<file path="src/rtl/ps2_key_decoder_if.sv">
// ps2_key_decoder_if
//   Key-event handshake between the PS/2 key decoder and the scan-code-to-ASCII
//   stage.
//   key_valid : head event present
//   key_scan  : scan code of the head event
//   key_case  : 1 = upper case / shifted
//   key_ready : consumer accepts the head event when key_valid is also high
interface ps2_key_decoder_if;
  logic       key_valid;
  logic [7:0] key_scan;
  logic       key_case;
  logic       key_ready;

  modport master (output key_valid, output key_scan, output key_case, input key_ready);
  modport slave  (input key_valid, input key_scan, input key_case, output key_ready);
endinterface

</file>
<file path="src/rtl/ps2_key_decoder.sv">
// ps2_key_decoder
//   Turns the raw PS/2 byte stream into buffered key-press events
//   {letter case, scan code}. Break, extended and Pause sequences, Shift and
//   Caps Lock are consumed here; only plain make codes are queued.
// Ports
//   i_clk, i_reset     : clock, synchronous active-high reset
//   i_rx_done_tick     : one-cycle strobe, i_rx_data valid
//   i_rx_data          : received byte
//   key_if (master)    : key_valid/key_scan/key_case out, key_ready in
//   o_caps_led         : current Caps Lock state
//   o_overflow         : sticky, an event was dropped on a full FIFO
module ps2_key_decoder #(
  parameter int FIFO_DEPTH = 4
) (
  input  logic                      i_clk,
  input  logic                      i_reset,
  input  logic                      i_rx_done_tick,
  input  logic [7:0]                i_rx_data,
  ps2_key_decoder_if.master         key_if,
  output logic                      o_caps_led,
  output logic                      o_overflow
);
  localparam int PW = (FIFO_DEPTH > 1) ? $clog2(FIFO_DEPTH) : 1;
  localparam logic [PW:0] DEPTH_C = (PW+1)'(FIFO_DEPTH);

  localparam logic [2:0] ST_IDLE    = 3'd0;
  localparam logic [2:0] ST_BRK     = 3'd1;
  localparam logic [2:0] ST_EXT     = 3'd2;
  localparam logic [2:0] ST_EXT_BRK = 3'd3;
  localparam logic [2:0] ST_PAUSE   = 3'd4;

  logic [2:0]    r_state;
  logic [2:0]    r_skip;
  logic          r_lshift, r_rshift, r_caps;
  logic          r_overflow;
  logic [8:0]    r_mem [FIFO_DEPTH];
  logic [PW-1:0] r_head, r_tail;
  logic [PW:0]   r_count;

  logic w_make, w_letter, w_case, w_push, w_pop, w_push_ok;

  // Bytes that never become events when seen in IDLE: prefixes, keyboard
  // replies, modifiers and Alt/Ctrl.
  always_comb begin
    w_make = 1'b1;
    case (i_rx_data)
      8'hF0, 8'hE0, 8'hE1, 8'h00, 8'hAA, 8'hEE, 8'hFA, 8'hFE, 8'hFF,
      8'h12, 8'h59, 8'h58, 8'h11, 8'h14: w_make = 1'b0;
      default:                           w_make = 1'b1;
    endcase
  end

  always_comb begin
    w_letter = 1'b0;
    case (i_rx_data)
      8'h1C, 8'h32, 8'h21, 8'h23, 8'h24, 8'h2B, 8'h34, 8'h33, 8'h43,
      8'h3B, 8'h42, 8'h4B, 8'h3A, 8'h31, 8'h44, 8'h4D, 8'h15, 8'h2D,
      8'h1B, 8'h2C, 8'h3C, 8'h2A, 8'h1D, 8'h22, 8'h35, 8'h1A: w_letter = 1'b1;
      default:                                                w_letter = 1'b0;
    endcase
  end

  // Caps only flips letters, so Shift+Caps yields lower-case letters.
  assign w_case    = (r_lshift | r_rshift) ^ (r_caps & w_letter);
  assign w_push    = i_rx_done_tick && (r_state == ST_IDLE) && w_make;
  assign w_pop     = (r_count != '0) && key_if.key_ready;
  // A pop in the same cycle frees the slot the push needs.
  assign w_push_ok = w_push && ((r_count < DEPTH_C) || w_pop);

  always_ff @(posedge i_clk) begin
    if (i_reset) begin
      r_state    <= ST_IDLE;
      r_skip     <= '0;
      r_lshift   <= 1'b0;
      r_rshift   <= 1'b0;
      r_caps     <= 1'b0;
      r_overflow <= 1'b0;
      r_head     <= '0;
      r_tail     <= '0;
      r_count    <= '0;
      for (int i = 0; i < FIFO_DEPTH; i++) r_mem[i] <= '0;
    end else begin
      if (i_rx_done_tick) begin
        case (r_state)
          ST_IDLE: begin
            case (i_rx_data)
              8'hF0: r_state <= ST_BRK;
              8'hE0: r_state <= ST_EXT;
              8'hE1: begin r_state <= ST_PAUSE; r_skip <= 3'd7; end
              8'h12: r_lshift <= 1'b1;
              8'h59: r_rshift <= 1'b1;
              8'h58: r_caps   <= ~r_caps;
              default: ;
            endcase
          end
          ST_BRK: begin
            if (i_rx_data == 8'h12) r_lshift <= 1'b0;
            if (i_rx_data == 8'h59) r_rshift <= 1'b0;
            r_state <= ST_IDLE;
          end
          ST_EXT:     r_state <= (i_rx_data == 8'hF0) ? ST_EXT_BRK : ST_IDLE;
          ST_EXT_BRK: r_state <= ST_IDLE;
          ST_PAUSE: begin
            r_skip <= r_skip - 3'd1;
            if (r_skip == 3'd1) r_state <= ST_IDLE;
          end
          default:    r_state <= ST_IDLE;
        endcase
      end

      if (w_push_ok) begin
        r_mem[r_tail] <= {w_case, i_rx_data};
        r_tail        <= r_tail + 1'b1;
      end
      if (w_pop) r_head <= r_head + 1'b1;

      case ({w_push_ok, w_pop})
        2'b10:   r_count <= r_count + 1'b1;
        2'b01:   r_count <= r_count - 1'b1;
        default: r_count <= r_count;
      endcase

      if (w_push && !w_push_ok) r_overflow <= 1'b1;
    end
  end

  assign key_if.key_valid = (r_count != '0);
  assign key_if.key_scan  = r_mem[r_head][7:0];
  assign key_if.key_case  = r_mem[r_head][8];
  assign o_caps_led       = r_caps;
  assign o_overflow       = r_overflow;
endmodule

</file>
<file path="src/flat_wrapper.sv">
// flat-port wrapper written by rule: the top's interface ports become plain ports
module ps2_key_decoder_flat 
#(
  parameter int FIFO_DEPTH = 4
)
  (i_clk, i_reset, i_rx_done_tick, i_rx_data, o_caps_led, o_overflow, key_if_key_valid, key_if_key_scan, key_if_key_case, key_if_key_ready);
  ps2_key_decoder_if key_if_i ();
  input  logic i_clk;
  input  logic i_reset;
  input  logic i_rx_done_tick;
  input  logic [7:0] i_rx_data;
  output logic o_caps_led;
  output logic o_overflow;
  output wire logic [$bits(key_if_i.key_valid)-1:0] key_if_key_valid;
  output wire logic [$bits(key_if_i.key_scan)-1:0] key_if_key_scan;
  output wire logic [$bits(key_if_i.key_case)-1:0] key_if_key_case;
  input wire logic [$bits(key_if_i.key_ready)-1:0] key_if_key_ready;
  assign key_if_key_valid = key_if_i.key_valid;
  assign key_if_key_scan = key_if_i.key_scan;
  assign key_if_key_case = key_if_i.key_case;
  assign key_if_i.key_ready = key_if_key_ready;
  ps2_key_decoder #(.FIFO_DEPTH(FIFO_DEPTH)) u_core (.i_clk(i_clk), .i_reset(i_reset), .i_rx_done_tick(i_rx_done_tick), .i_rx_data(i_rx_data), .key_if(key_if_i), .o_caps_led(o_caps_led), .o_overflow(o_overflow));
endmodule
</file>
<file path="config.mk">
export PLATFORM = sky130hd
export DESIGN_NAME = ps2_key_decoder_flat
export DESIGN_NICKNAME = d
export VERILOG_FILES = /design/src/rtl/ps2_key_decoder_if.sv /design/src/rtl/ps2_key_decoder.sv /design/src/flat_wrapper.sv
export SDC_FILE = /design/constraint.sdc
export NUM_CORES = 1
export LEC_CHECK = 0
export ABC_AREA = 1
export CORE_ASPECT_RATIO = 1.75
export CORE_UTILIZATION = 46
export CTS_CLUSTER_DIAMETER = 150
export CTS_CLUSTER_SIZE = 28
export DETAILED_ROUTE_END_ITERATION = 12
export GPL_ROUTABILITY_DRIVEN = 0
export GPL_TIMING_DRIVEN = 0
export PLACE_DENSITY = 0.68
export SLEW_MARGIN = 10
export SYNTH_ARGS = -nofsm -noshare
export SYNTH_HDL_FRONTEND = slang
export SYNTH_SLANG_ARGS = --single-unit
</file>
<file path="constraint.sdc">
create_clock -name i_clk -period 7.2 [get_ports i_clk]
set_clock_uncertainty 0.15 [all_clocks]
set_input_delay 1.08 -clock i_clk [delete_from_list [all_inputs] [get_ports i_clk]]
set_output_delay 1.08 -clock i_clk [all_outputs]
set_load 0.02 [all_outputs]
</file>
==> impl_metrics.ini, run 1 <==
[yosys]
synth_area_mm2 = 0.002781
synth_mux_area_frac = 0
yosysUniqueCellTypes = 28
synth_top_family_by_area = simple AND/OR/NAND/NOR gates
synth_fa_ha_area_frac = 0.02069
synthSimpleGateAreaFrac = 0.2519
synth_compound_area_frac = 0.1237
synth_area_leader_cell = edfxtp_1
synth_area_leaders = edfxtp_1 (39%), dfxtp_1 (14%), nor2_1 (9.4%)
syn_nets = 357
yosys.area.top_type_share = 0.3887
synthCells = 341
seq_area_frac_synth = 0.5254
synth_xor_area_frac = 0.006298
syn_avg_cell_area_um2 = 8.157
synth_seq_cells = 55
synth_warnings = 0

[cts]
cts_setup_buffers = 0
cts_tree = built
hold_buffers = 0
clock_latency_ns = 0.32
cts-buffers-inserted = 5
cts_resized = 0
htreeDepth = 2
cts_num_sinks = 55
path_clk_slew_ns = 0.10
cts-root-buf = clkbuf_8
clockBufferDepth = 2

[power]
swShare = 0.3733
leakagePower_uw = 0.001309
seq_power_share = 0.438
power_density_mw_per_mm2 = 304.1
p_clk_frac = 0.181
switchingPower_uw = 362.2
combPwrFrac = 0.381
peakVddDrop_v = 0.0001780
internal_power_uw = 608.0

[grt]
grt_pass1_vias = 2287
grt_pass1_wl_um = 9625
grt_overflow = 0
grt_antenna_before_repair = 0
track_usage = 0.2045
grt_max_degree = 19

[sta]
worst_pin_slew_ns = 0.8328
setup_viol = 0
slew-limit-headroom = 0.4411
fin_crit_sh = 0.5033
fmax_ghz = 0.2760
setup_tns_ns = 0
rsz0062_at_grt = false
hold_viol = 0
final_max_slew_viol_count = 0
fin_crit_ns = 3.624

[die]
start_util = 0.4768
die_w_um = 60.78
ios = 24
coreArea_mm2 = 0.005833
dieArea_mm2 = 0.006374
die_h_um = 104.9
rows = 37

[finish]
final_nets = 386
stdcell_area_mm2 = 0.003191
area_delta_synth_final_pct = 14.71
drive_gt1_frac = 0.08895
num_antenna_cells = 0

[setup_path]
crit_path_end_kind = primary output
worstPathArrival_ns = 2.39
critPathKind = reg2out
worst-path-max-fanout = 10
critPathLaunchType = flop
cp.required_ns = 5.97

[run]
maxCapViolations = 0

[detailed_routing]
drc_errors = 0
drt-wirelength-per-cell_um = 12.80
dr.pass1.iters = 4
totalWireLength_um = 5745
via_count = 2290
vias_per_cell = 5.100
drt_iter0_drc = 55
final_antenna_net_count = 0

[worst_hold_path]
min_path_type = reg2reg

[place]
hpwl_um = 4592
port_buffers = 22
dpl_cell_area_mm2 = 0.003099

[run_status]
status = finished, final reports clean
==> synth_stat cells <==
library cell and count:
a21oi_1 17, nand3b_1 1, ha_1 3, fa_1 1
nand2_1 62, a211oi_1 2, inv_2 12, buf_6 1
o21ai_0 35, inv_1 31, nor3_1 3, clkbuf_1 4
nor3b_1 2, nand3_1 15, edfxtp_1 36, clkinv_1 2
xor2_1 2, buf_2 1, nand2_2 5, nor2_1 70
nor2_4 1, o21a_1 1, o22ai_1 9, o21ai_1 1
dfxtp_1 19, nand4_4 1, nor2_2 3, nand3_2 1
==> area by class of cell <==
| type | count | area (um^2) |
|---|---|---|
| Fill cell | 596 | 2643 |
| Sequential cell | 55 | 1461 |
| Multi-Input combinational cell | 235 | 1120 |
| Timing Repair Buffer | 22 | 220.2 |
| Inverter | 45 | 168.9 |
| Tap cell | 78 | 97.59 |
| Clock buffer | 5 | 68.82 |
| Buffer | 6 | 31.28 |
| Clock inverter | 3 | 22.52 |
==> cell families after synthesis <==
logic type / after synthesis
compound gates: 65
xor+xnor: 2
fa+ha+maj: 4
buf+inv: 51
flops: 55
simple gates: 164
==> state kept, by name, indices dropped and copies added, names as in the netlist, named ones only <==
name / cells
u_core.r_state: 3
u_core.r_mem: 36
u_core.r_rshift: 1
u_core.o_caps_led: 1
u_core.r_skip: 3
u_core.o_overflow: 1
u_core.r_lshift: 1
u_core.r_count: 3
u_core.r_head: 2
u_core.r_tail: 2
==> placed cells by master, fill, tap and decap left out, types with 2 or more instances in the layout <==
master,count
a211oi_1,2
a21oi_1,17
clkbuf_1,4
clkbuf_8,5
clkdlybuf4s50_1,22
clkinv_1,2
dfxtp_1,19
edfxtp_1,36
ha_1,3
inv_1,31
inv_2,12
nand2_1,62
nand2_2,5
nand3_1,15
nor2_1,70
nor2_2,3
nor3_1,3
nor3b_1,2
o21ai_0,34
o21ai_1,2
o22ai_1,9
xor2_1,2
==> final timing paths <==
check | startpoint | depth (start not counted) | slack [ns] | to
worst max-delay path | flop | 6 | 3.58 | key_if_key_scan[6]
worst min-delay path | u_core.r_rshift$_SDFFE_PP0P_ | 2 | 0.30 | u_core.r_rshift$_SDFFE_PP0P_
worst max register to register | u_core.r_state[1]$_SDFFE_PP0P_ | 10 | 4.78 | u_core.r_mem[2][6]$_SDFFCE_PN0P_
worst min register to register | u_core.r_rshift$_SDFFE_PP0P_ | 2 | 0.30 | u_core.r_rshift$_SDFFE_PP0P_
==> power groups by stage <==
stage	combinational [uW]	sequential, uW	clock [uW]
after floorplan	247	427	0
after global placement	367	431	0
after detailed placement	373	432	0
after CTS	374	425	181
after global routing	416	432	192
final	370	425	176
==> per-layer routing <==
| metal | global-route usage | share of wire |
|---|---|---|
| met1 | 0.1980 | 0.37 |
| met2 | 0.3666 | 0.57 |
| met3 | 0.04084 | 0.025 |
| met4 | 0.1315 | 0.038 |
| met5 | 0 | 0 |
==> critical path, stage by stage, from the launching register on <==
cell             delay [ns]
dfxtp_1                0.31
clkbuf_1               0.21
inv_1                  0.28
clkbuf_1               0.40
nor2_1                 0.08
o22ai_1                0.18
clkdlybuf4s50_1        0.62
==> stage by stage <==
stage                     utilization  hold WS, ns  setup WS [ns]  cells  power, uW
final                          0.5470       0.2990          3.576    449      970.2
after global routing           0.5470       0.3335          3.351    449       1039
after CTS                      0.5470       0.3032          3.402    449      979.7
after detailed placement       0.5313       0.2876          3.044    441      805.6
after global placement         0.5313       0.2857          3.091    441      797.3
after floorplan                     -       0.2718          4.029    341      673.8
Power figures use the tool's default switching activity.
==> run 2: changes to the inputs <==
==> constraint.sdc (replaced) <==
create_clock -name i_clk -period 3.5 [get_ports i_clk]
set_clock_uncertainty 0.15 [all_clocks]
set_input_delay 0.525 -clock i_clk [delete_from_list [all_inputs] [get_ports i_clk]]
set_output_delay 0.525 -clock i_clk [all_outputs]
set_load 0.02 [all_outputs]
==> results of run 2 <==
Same layout as run 1 (identical final DEF). Status: finished, final reports clean.
Among the figures that moved: setup slack after placement 3.044 ns -> -0.1012 ns; setup slack after layout 3.576 ns -> 0.4312 ns; register-to-register setup slack 4.78 ns -> 1.08 ns; total power 970.2 uW -> 1996 uW; worst IR drop on VDD 0.0001780 V -> 0.0003662 V
==> run 3: changes to the inputs <==
--- a/config.mk
+++ b/config.mk
@@ -12,7 +12,6 @@
 export CTS_CLUSTER_SIZE = 28
 export DETAILED_ROUTE_END_ITERATION = 12
 export GPL_ROUTABILITY_DRIVEN = 0
-export GPL_TIMING_DRIVEN = 0
 export PLACE_DENSITY = 0.68
 export SLEW_MARGIN = 10
 export SYNTH_ARGS = -nofsm -noshare
==> constraint.sdc (replaced) <==
create_clock -name i_clk -period 3.5 [get_ports i_clk]
set_clock_uncertainty 0.15 [all_clocks]
set_input_delay 0.7 -clock i_clk [delete_from_list [all_inputs] [get_ports i_clk]]
set_output_delay 0.7 -clock i_clk [all_outputs]
set_load 0.02 [all_outputs]
==> run 3 against run 2 <==
  * Sequential cell count is the same
  * Highest routed layer unchanged
  * Fmax rose by 0.94%
  * Largest cell class unchanged
  * First-iteration DRC count is 67% higher
  * Largest power group unchanged
  * Die area unchanged
  * Register-to-register slack better by 0.02 ns
==> impl_metrics.ini, run 3 (synthesis results as in run 1) <==
[setup_path]
critPathLaunchType = input port
worst-path-max-fanout = 5
worstReg2RegStart = u_core.r_state[0]$_SDFFE_PP0P_
startpoint = i_rx_data[2]
cp.required_ns = 3.56
critPathKind = in2reg
worstPathArrival_ns = 3.10
crit_path_end_kind = flop
r2r_cells = 10

[worst_hold_path]
hold_path_startpoint = u_core.r_lshift$_SDFFE_PP0P_
min_path_cells = 2
min_path_type = reg2reg

[finish]
layout_common_cells = nor2_1 (70), nand2_1 (62), edfxtp_1 (36)
final_nets = 387
area_delta_synth_final_pct = 15.83
final_common_cell = nor2_1
multi_input_comb_area_mm2 = 0.001120
seqCellArea_mm2 = 0.001461
regMostFlops = u_core.r_mem
largest_reg_flops = 36
num_antenna_cells = 0
fill_cells = 596
drive_gt1_frac = 0.09946

[cts]
clock_latency_ns = 0.31
cts_tree = built
htreeDepth = 2
cts_resized = 0
cts-buffers-inserted = 5
clockBufferDepth = 2
hold_buffers = 0
path_clk_slew_ns = 0.10
cts-root-buf = clkbuf_8
cts_setup_buffers = 0
cts_num_sinks = 55

[place]
hpwl_um = 4482
port_buffers = 23
dp_slack_ns = 0.1650

[grt]
track_usage = 0.2094
grt_pass1_wl_um = 9894
grt_pass1_vias = 2302
grt_antenna_before_repair = 0
grt_max_degree = 20
grt_overflow = 0

[die]
die_h_um = 104.9
die_w_um = 60.78
start_util = 0.4768
dieArea_mm2 = 0.006374
ios = 24
coreArea_mm2 = 0.005833
rows = 37

[power]
power_density_mw_per_mm2 = 626.9
peakVddDrop_v = 0.0003408
leakagePower_uw = 0.001327

[detailed_routing]
drt_iter0_drc = 92
drt-wirelength-per-cell_um = 12.64
via_count = 2260
dr.pass1.iters = 4
final_antenna_net_count = 0
vias_per_cell = 5.022
drc_errors = 0
totalWireLength_um = 5686

[run]
maxCapViolations = 0

[sta]
hold_viol = 0
setup_viol = 0
fin_crit_ns = 3.040
rsz0062_at_grt = false
setup_tns_ns = 0
fmax_ghz = 0.3289
slew-limit-headroom = 0.6804
worst_pin_slew_ns = 0.4789
final_max_slew_viol_count = 0
fin_ws_ns = 0.4597
fin_crit_sh = 0.8686

[run_status]
status = finished, final reports clean
run 3: worst paths after layout:
path         slack [ns]                          endpoint
max                0.46    u_core.r_count[2]$_SDFFE_PP0P_
min                0.30      u_core.r_lshift$_SDFFE_PP0P_
max reg2reg        1.10  u_core.r_mem[2][6]$_SDFFCE_PN0P_
min reg2reg        0.30      u_core.r_lshift$_SDFFE_PP0P_
run 3: layer usage:
metal  global-route usage  vias up  routed length, um
met5                    0        -                  0
met4               0.1055        0                187
met3              0.03465       14                177
met2               0.3815       52               3209
met1               0.2159     1018               2112
li1                     -     1176                  -
run 3: critical path, stage by stage:
cell and delay, ns:
clkdlybuf4s50_1 0.49, inv_2 0.13, nand2_1 0.09, nor2_1 0.26
nand2_2 0.12, nand2_1 0.09, nor2_2 0.06, nand4_4 0.09
ha_1 0.14, inv_1 0.06, fa_1 0.37, a21oi_1 0.14
o21ai_0 0.11, o21ai_0 0.18, a21oi_1 0.06
run 3: cell type report:
type / count / share of cell area
timing repair buffer: 29 / 0.08544
tap: 78 / 0.03029
sequential: 55 / 0.4536
multi-input combinational: 235 / 0.3476
clock buffer: 6 / 0.02563
inverter: 45 / 0.05243
clock inverter: 2 / 0.005049
run 3: report_power, final:
part	total (uW)	leakage (uW)	internal [uW]	switching [uW]
combinational	774	0.000752	296	478
clock	371	0.0000474	162	209
sequential	875	0.000527	823	51.5
run 3: per-stage QoR:
stage	area [um^2]	util	cells	total power, uW	hold slack (ns)
final	3222	0.5523	450	2020	0.3034
after global routing	3222	0.5523	450	2174	0.3480
after CTS	3222	0.5523	450	2043	0.3114
after detailed placement	3123	0.5354	442	1669	0.2972
after global placement	3123	0.5354	442	1660	0.2875
after floorplan	2781	-	341	1386	0.2718
